`config.mk`:
```
export PLATFORM = sky130hd
export DESIGN_NAME = guess_judge
export DESIGN_NICKNAME = d
export VERILOG_FILES = /design/src/rtl/guess_pkg.sv /design/src/rtl/range_compare.sv /design/src/rtl/guess_judge.sv
export SDC_FILE = /design/constraint.sdc
export NUM_CORES = 1
export LEC_CHECK = 0
export CAP_MARGIN = 40
export CORE_MARGIN = 1
export CORE_UTILIZATION = 55
export CTS_BUF_LIST = sky130_fd_sc_hd__clkbuf_4 sky130_fd_sc_hd__clkbuf_8
export CTS_CLUSTER_SIZE = 14
export DETAILED_ROUTE_END_ITERATION = 12
export GPL_TIMING_DRIVEN = 0
export PLACE_DENSITY_LB_ADDON = 0.12
export SLEW_MARGIN = 40
export SYNTH_ARGS = -nofsm -noshare
export SYNTH_HDL_FRONTEND = slang
export SYNTH_SLANG_ARGS = --single-unit
```
`constraint.sdc`:
```
create_clock -name i_clk -period 4.96 [get_ports i_clk]
set_clock_uncertainty 0.1 [all_clocks]
set_input_delay 0.992 -clock i_clk [delete_from_list [all_inputs] [get_ports i_clk]]
set_output_delay 0.992 -clock i_clk [all_outputs]
set_load 0.01 [all_outputs]
```
`src/rtl/guess_pkg.sv`:
```
// Shared encodings for the number-guessing judge: result codes and FSM states.
package guess_pkg;

    localparam logic [1:0] RES_OK   = 2'b00;
    localparam logic [1:0] RES_UP   = 2'b01;
    localparam logic [1:0] RES_DOWN = 2'b10;
    localparam logic [1:0] RES_OOR  = 2'b11;

    typedef enum logic [1:0] {
        ST_IDLE = 2'd0,
        ST_PLAY = 2'd1,
        ST_WIN  = 2'd2,
        ST_LOSE = 2'd3
    } state_t;

endpackage

```
`src/rtl/range_compare.sv`:
```
// Classifies a guess against the secret and the still-possible window [low, high].
module range_compare
    import guess_pkg::*;
#(
    parameter int WIDTH = 7
) (
    input  logic [WIDTH-1:0] i_guess,
    input  logic [WIDTH-1:0] i_secret,
    input  logic [WIDTH-1:0] i_low,
    input  logic [WIDTH-1:0] i_high,
    output logic [1:0]       o_result
);

    always_comb begin
        o_result = RES_DOWN;
        if ((i_guess < i_low) || (i_guess > i_high)) begin
            o_result = RES_OOR;
        end else if (i_guess == i_secret) begin
            o_result = RES_OK;
        end else if (i_guess < i_secret) begin
            o_result = RES_UP;
        end
    end

endmodule

```
`src/rtl/guess_judge.sv`:
```
// Guessing-game referee: tracks the secret, narrows the possible window per guess,
// counts tries and declares WIN or LOSE.
//   state | meaning
//   IDLE  | no game since reset
//   PLAY  | accepting guesses
//   WIN   | secret was hit
//   LOSE  | MAX_TRIES counted guesses used without a hit
module guess_judge
    import guess_pkg::*;
#(
    parameter int WIDTH     = 7,
    parameter int MAX_TRIES = 10,
    parameter int TRY_W     = $clog2(MAX_TRIES + 1)
) (
    input  logic             i_clk,
    input  logic             i_rst,
    input  logic             i_start,
    input  logic [WIDTH-1:0] i_secret,
    input  logic             i_guess_valid,
    input  logic [WIDTH-1:0] i_guess,
    output logic             o_guess_ready,
    output logic             o_result_valid,
    output logic [1:0]       o_result,
    output logic [WIDTH-1:0] o_low_bound,
    output logic [WIDTH-1:0] o_high_bound,
    output logic [TRY_W-1:0] o_tries,
    output logic             o_win,
    output logic             o_lose
);

    state_t             r_state, w_state_nxt;
    logic [WIDTH-1:0]   r_secret, w_secret_nxt;
    logic [WIDTH-1:0]   r_low, w_low_nxt;
    logic [WIDTH-1:0]   r_high, w_high_nxt;
    logic [TRY_W-1:0]   r_tries, w_tries_nxt;
    logic [1:0]         r_result, w_result_nxt;
    logic               r_result_valid, w_result_valid_nxt;
    logic [1:0]         w_class;
    logic               w_accept;
    logic [TRY_W-1:0]   w_tries_inc;

    range_compare #(.WIDTH(WIDTH)) u_range_compare (
        .i_guess  (i_guess),
        .i_secret (r_secret),
        .i_low    (r_low),
        .i_high   (r_high),
        .o_result (w_class)
    );

    assign w_accept    = i_guess_valid && (r_state == ST_PLAY) && !i_start;
    assign w_tries_inc = r_tries + TRY_W'(1);

    always_ff @(posedge i_clk or posedge i_rst) begin
        if (i_rst) begin
            r_state        <= ST_IDLE;
            r_secret       <= '0;
            r_low          <= '0;
            r_high         <= '0;
            r_tries        <= '0;
            r_result       <= RES_OK;
            r_result_valid <= 1'b0;
        end else begin
            r_state        <= w_state_nxt;
            r_secret       <= w_secret_nxt;
            r_low          <= w_low_nxt;
            r_high         <= w_high_nxt;
            r_tries        <= w_tries_nxt;
            r_result       <= w_result_nxt;
            r_result_valid <= w_result_valid_nxt;
        end
    end

    always_comb begin
        w_state_nxt        = r_state;
        w_secret_nxt       = r_secret;
        w_low_nxt          = r_low;
        w_high_nxt         = r_high;
        w_tries_nxt        = r_tries;
        w_result_nxt       = r_result;
        w_result_valid_nxt = 1'b0;
        if (i_start) begin
            w_state_nxt  = ST_PLAY;
            w_secret_nxt = i_secret;
            w_low_nxt    = '0;
            w_high_nxt   = '1;
            w_tries_nxt  = '0;
        end else if (w_accept) begin
            w_result_valid_nxt = 1'b1;
            w_result_nxt       = w_class;
            if (w_class != RES_OOR) begin
                w_tries_nxt = w_tries_inc;
                // A hit on the final try is still a win, so only misses can lose.
                if (w_class == RES_OK) begin
                    w_state_nxt = ST_WIN;
                end else if (w_tries_inc == TRY_W'(MAX_TRIES)) begin
                    w_state_nxt = ST_LOSE;
                end
                if (w_class == RES_UP) begin
                    w_low_nxt = i_guess + WIDTH'(1);
                end
                if (w_class == RES_DOWN) begin
                    w_high_nxt = i_guess - WIDTH'(1);
                end
            end
        end
    end

    assign o_guess_ready  = (r_state == ST_PLAY);
    assign o_result_valid = r_result_valid;
    assign o_result       = r_result;
    assign o_low_bound    = r_low;
    assign o_high_bound   = r_high;
    assign o_tries        = r_tries;
    assign o_win          = (r_state == ST_WIN);
    assign o_lose         = (r_state == ST_LOSE);

endmodule

```
# Yosys cells after proc, flatten, opt, wreduce, memory -nomap -nowiden
# Cells that the tools add are included.
# op_classes
add_sub_neg	3
n_shift	0
order_cmp	3
n_mul	0
n_bitwise	1
eq_ne	8
mux	21
div_mod_pow	0
reduce_logical	15
# ops
operator	count
7-bit 2-to-1 mux	8
2-bit 2-to-1 mux	8
7-bit < comparator	2
4-bit 2-to-1 mux	3
3-bit AND reduction	3
2-bit nonzero test	4
7-bit by 1-bit adder with 7-bit output, second input constant	1
7-bit == test	1
7-bit greater-than comparator	1
7-bit by 1-bit subtractor with 7-bit output, second input constant	1
2-bit == test, second input constant	3
4-bit by 1-bit adder with 4-bit output, second input constant	1
2-bit by 1-bit == test with 1-bit output, second input constant	2
4-bit == test, second input constant	1
2-bit AND reduction	2
3-bit nonzero test	1
1-bit logical AND	2
2-bit logical NOT	1
1-bit 2-to-1 mux	2
2-bit inequality test, second input constant	1
1-bit logical NOT	1
1-bit logical OR	1
1-bit NOT	1
# word_totals
mem_bits_ro	0
mem_count	0
reg_bits	30
inputBits	18
latch_bits	0
output_inout_bits	24
ram_bits	0

# Depth between registers and ports, before layout
# logic_depth
depth_word	9
ltp_mapped	8

# Modules after synthesis
# Synthesis repeated with hierarchy kept, for this count alone.
# unflattened
cells_unflattened	209
area_unflattened_um2	2037.0
# modules_own_cells
mod	cells_each	instances	area_each_um2
guess_judge	138	1	1521.5
range_compare	71	1	515.5

# Least setup slack after synthesis
# OpenSTA, ideal clock, no wires.
# synth_timing
kind	input-to-reg
from	input port i_guess[5]
to	register r_low[0] (netlist: o_low_bound[0])
arrival_time_ns	2.619
cell_stages	7
slack_ns	2.116
setup_time_ns	0.125
required_ns	4.735
path_cell_list	ha_1 a21o_1 a221o_1 a31oi_4 nor3_4 nand2_4 mux2_4
# synth_via
elab_chain_len	7
word_cells_on_any_way	13
# synth_rtl
element	line_no	text
start, declared	guess_judge.sv:20	input logic [WIDTH-1:0] i_guess,
7-bit < comparator	range_compare.sv:20	end else if (i_guess < i_secret) begin
2-bit 2-to-1 mux	range_compare.sv:20	
2-bit 2-to-1 mux	range_compare.sv:18	end else if (i_guess == i_secret) begin
2-bit 2-to-1 mux (*)	range_compare.sv:16	if ((i_guess < i_low) || (i_guess > i_high)) begin
2-bit by 1-bit == test with 1-bit output or 2-bit inequality test (tied branches)	guess_judge.sv:98, guess_judge.sv:90	
2-bit nonzero test (no source line)	n/a	
3-bit AND reduction (no source line) (*)	n/a	
end signal, assigned	guess_judge.sv:65	r_low <= w_low_nxt;
end, declared	guess_judge.sv:33	logic [WIDTH-1:0] r_low, w_low_nxt;
# Mark *: on every way between the ends. The rest lies on a longest branch, timed or not.
# A chain may end at the register's enable or synchronous reset.

# Worst setup path in the final report
# layout_timing
from	input port i_guess[5]
to	register r_low[3] (netlist: o_low_bound[3])
# The elaborated chain is that of the path after synthesis.

==> flow_metrics.py <==
metrics = {
    "sta": {
        "rsz0062_at_grt": "no",
        "worst_pin_slew_ps": 684,
        "fin_crit_ps": 3410,
        "max_slew_margin_pct": 54.0,
        "hold_violations": 0,
        "fin_setup_tns_ps": 0,
        "max_freq_mhz": 293,
        "setup_viol": 0,
        "post-route-period-util_pct": 68.8,
        "drv_slew": 0,
    },
    "critical_path": {
        "r2r-end": "o_low_bound[3]$_DFFE_PP0P_",
        "ff2ff_setup_slack_ps": 2600,
        "max_stage_delay_ps": 700,
        "worstSetupStartpointType": "input port",
        "r2r_cells": 8,
        "required_ps": 5030,
        "r2r-start": "o_low_bound[5]$_DFFE_PP0P_",
        "crit_start": "i_guess[5]",
        "slowest_stage": "clkdlybuf4s50_1",
        "critical_path_class": "input port to flip-flop",
        "path_delay_family": "compound AO/OA/AOI/OAI gates",
        "worst-path-max-fanout": 7,
        "end_kind": "flip-flop",
        "critical_path_arrival_ps": 3480,
        "cp_num_cells": 8,
        "path_buf_inv": 1,
        "setup.worst_path.end": "o_low_bound[3]$_DFFE_PP0P_",
        "path_cells": "clkdlybuf4s50_1 > ha_1 > a21o_1 > a221o_1 > a31oi_4 > nor3_4 > nand2_4 > mux2_4",
    },
    "layout": {
        "layout.nets": 316,
        "design_area_sq_um": 2690,
        "area_delta_synth_final_pct": 29.3,
        "layout-drive-gt1-share_pct": 9.09,
        "fillerInstances": 241,
        "n_antenna_cell": 0,
    },
    "clock_network": {
        "hold_buffers": 0,
        "clkTransAtPathRegs_ps": 70,
        "cts_root_buf": "clkbuf_8",
        "cts_tree": "done",
        "cts_buffers": 5,
        "postCtsSetupBuffers": 0,
        "cts_resized": 0,
        "htree_levels": 2,
        "clock_sinks": 30,
        "clk_path_buf_depth": 2,
        "worst_skew_pair.late_latency_ps": 290,
    },
    "place": {
        "gp_congestion": 0.771,
        "dpl_cell_area_sq_um": 2550,
        "dp_hpwl_um": 3120,
        "portBuffers": 41,
    },
    "drt": {
        "routed_via_density": 5.33,
        "drt_iter0_markers": 83,
        "wl_um": 4260,
        "antenna_left": 0,
        "via_count": 1712,
        "drt-wirelength-per-cell_um": 13.3,
        "dr.pass1.iters": 4,
        "drc": 0,
    },
    "logic_synthesis": {
        "yosysTopAreaCellShare_pct": 36.1,
        "synth_edf_count": 0,
        "ys_seq_area_share_pct": 36.1,
        "synthCells": 226,
        "syn_area_sq_um": 2080,
        "yosysWarnings": 0,
        "synth_common_cells": "nor2_1, dfrtp_1, ha_1, inv_1, nand2_1",
        "postSynth.asyncResetShare_pct": 100,
        "syn_avg_cell_area_sq_um": 9.21,
        "ys_types": 39,
        "synth.top_cells.by_area": "dfrtp_1, ha_1, nor2_1, mux2_4, inv_1",
        "ys.flop_type": "dfrtp_1",
        "synth_most_common_cell": "nor2_1",
        "yosysTopAreaCell": "dfrtp_1",
        "ys_ff_latch": 30,
        "syn-num-nets": 268,
    },
    "power_and_ir_drop": {
        "p_per_area_nw_per_um2": 296,
        "peakVddDrop_v": 0.000209,
        "power_w": 0.000796,
        "power_leakage_nw": 1.21,
    },
    "global_route": {
        "grt_max_degree": 31,
        "grt_pass1_wl_um": 7640,
        "track_usage_pct": 24.6,
        "grt_antenna_before_repair": 0,
        "grt-ovfl-total": 0,
        "grt_pass1_vias": 1619,
    },
    "min_path": {
        "hp-class": "flip-flop to flip-flop",
    },
    "die": {
        "num_rows": 21,
        "pin_count": 42,
        "die_area_sq_um": 4040,
        "fp.dieW_um": 63.5,
        "fp.dieH_um": 63.5,
        "design.core.area_sq_um": 3470,
        "initial_utilization_pct": 60.0,
    },
    "job": {
        "drv_cap": 0,
    },
    "outcome": {
        "status": "completed",
    },
}
==> cells in the final DEF (no fill, tap or decap), types with 2 or more instances in the layout <==
master / n
xnor2_1: 7
ha_1: 24
clkdlybuf4s50_1: 41
nor2b_1: 6
xor2_1: 5
clkbuf_8: 6
nand4_1: 4
nor2_1: 39
bufinv_16: 2
inv_1: 23
clkbuf_1: 6
a21oi_1: 10
nand3_1: 4
mux2_4: 7
nand2_1: 15
a31oi_1: 2
dfrtp_1: 30
o21ai_0: 12
mux2i_1: 7
a21o_1: 2
==> per-layer routing <==
metal	routed length (um)	global-route usage, %	vias to the layer above
met5	0	0	-
met4	61	7.95	0
met3	211	6.34	6
met2	1930	37.5	48
met1	2050	33.9	800
li1	-	-	858
==> stage by stage <==
| stage | worst slack [ps] | hold WS [ps] | util, % | std cells |
|---|---|---|---|---|
| global placement | 1310 | 399 | 73.5 | 313 |
| CTS | 1560 | 422 | 77.6 | 321 |
| floorplan | 2120 | 379 | - | 226 |
| detailed placement | 1290 | 407 | 73.5 | 313 |
| finish | 1550 | 417 | 77.6 | 321 |
| global route | 1450 | 454 | 77.6 | 321 |
==> cell families (layout without fill, tap and decap cells) <==
group | Yosys count | count (layout) | share of synthesized area [%]
and+or+nand+nor | 79 | 79 | 18.9
AOI/OAI and AO/OA | 34 | 34 | 10.5
buffers and inverters | 31 | 80 | 5.59
DFF | 30 | 30 | 36.1
adders and majority gates | 24 | 24 | 14.4
muxes | 16 | 16 | 9.50
xor gates and xnor gates | 12 | 12 | 5.05
==> where the power goes <==
group          leakage, nW  internal (W)  switching (W)
clock               0.0714      0.000214      0.0000975
sequential           0.355      0.000266      0.0000155
combinational        0.787     0.0000994       0.000103
total                 1.21      0.000580       0.000216
==> registers in the layout, indices dropped and copies added, names as in the netlist <==
signal	flops
r_secret	7
o_result_valid	1
o_low_bound	7
o_high_bound	7
r_state	2
o_tries	4
o_result	2
==> cell type report <==
| type | instances | area [sq um] | share of cell area (%) |
|---|---|---|---|
| clock inverter | 2 | 60.1 | 2.23 |
| clock buffer | 6 | 82.6 | 3.07 |
| inverter | 24 | 90.1 | 3.35 |
| multi-input combinational | 165 | 1210 | 45.1 |
| tap | 46 | 57.6 | 2.14 |
| sequential | 30 | 751 | 27.9 |
| buffer | 7 | 26.3 | 0.976 |
| timing repair buffer | 41 | 410 | 15.2 |
==> how the worst min path moves through the flow <==
stage,from,endpoint,slack [ps],depth (start not counted)
floorplan,r_state[0]$_DFFE_PP0P_,r_state[0]$_DFFE_PP0P_,380,1
global placement,o_result[0]$_DFFE_PP0P_,o_result[0]$_DFFE_PP0P_,400,1
detailed placement,o_result[0]$_DFFE_PP0P_,o_result[0]$_DFFE_PP0P_,410,1
CTS,o_result[0]$_DFFE_PP0P_,o_result[0]$_DFFE_PP0P_,420,1
global route,o_result[0]$_DFFE_PP0P_,o_result[0]$_DFFE_PP0P_,450,1
finish,o_result[0]$_DFFE_PP0P_,o_result[0]$_DFFE_PP0P_,420,1
==> worst reg2reg max path, delay by kind of cell (launching register included) <==
kind / cells / cell delay (ps)
buf+inv: 1 / 70
fa+ha+maj: 1 / 240
compound gates: 3 / 840
flops: 1 / 370
mux: 1 / 320
simple gates: 2 / 310
No activity file was read; power rests on OpenSTA's default activity.
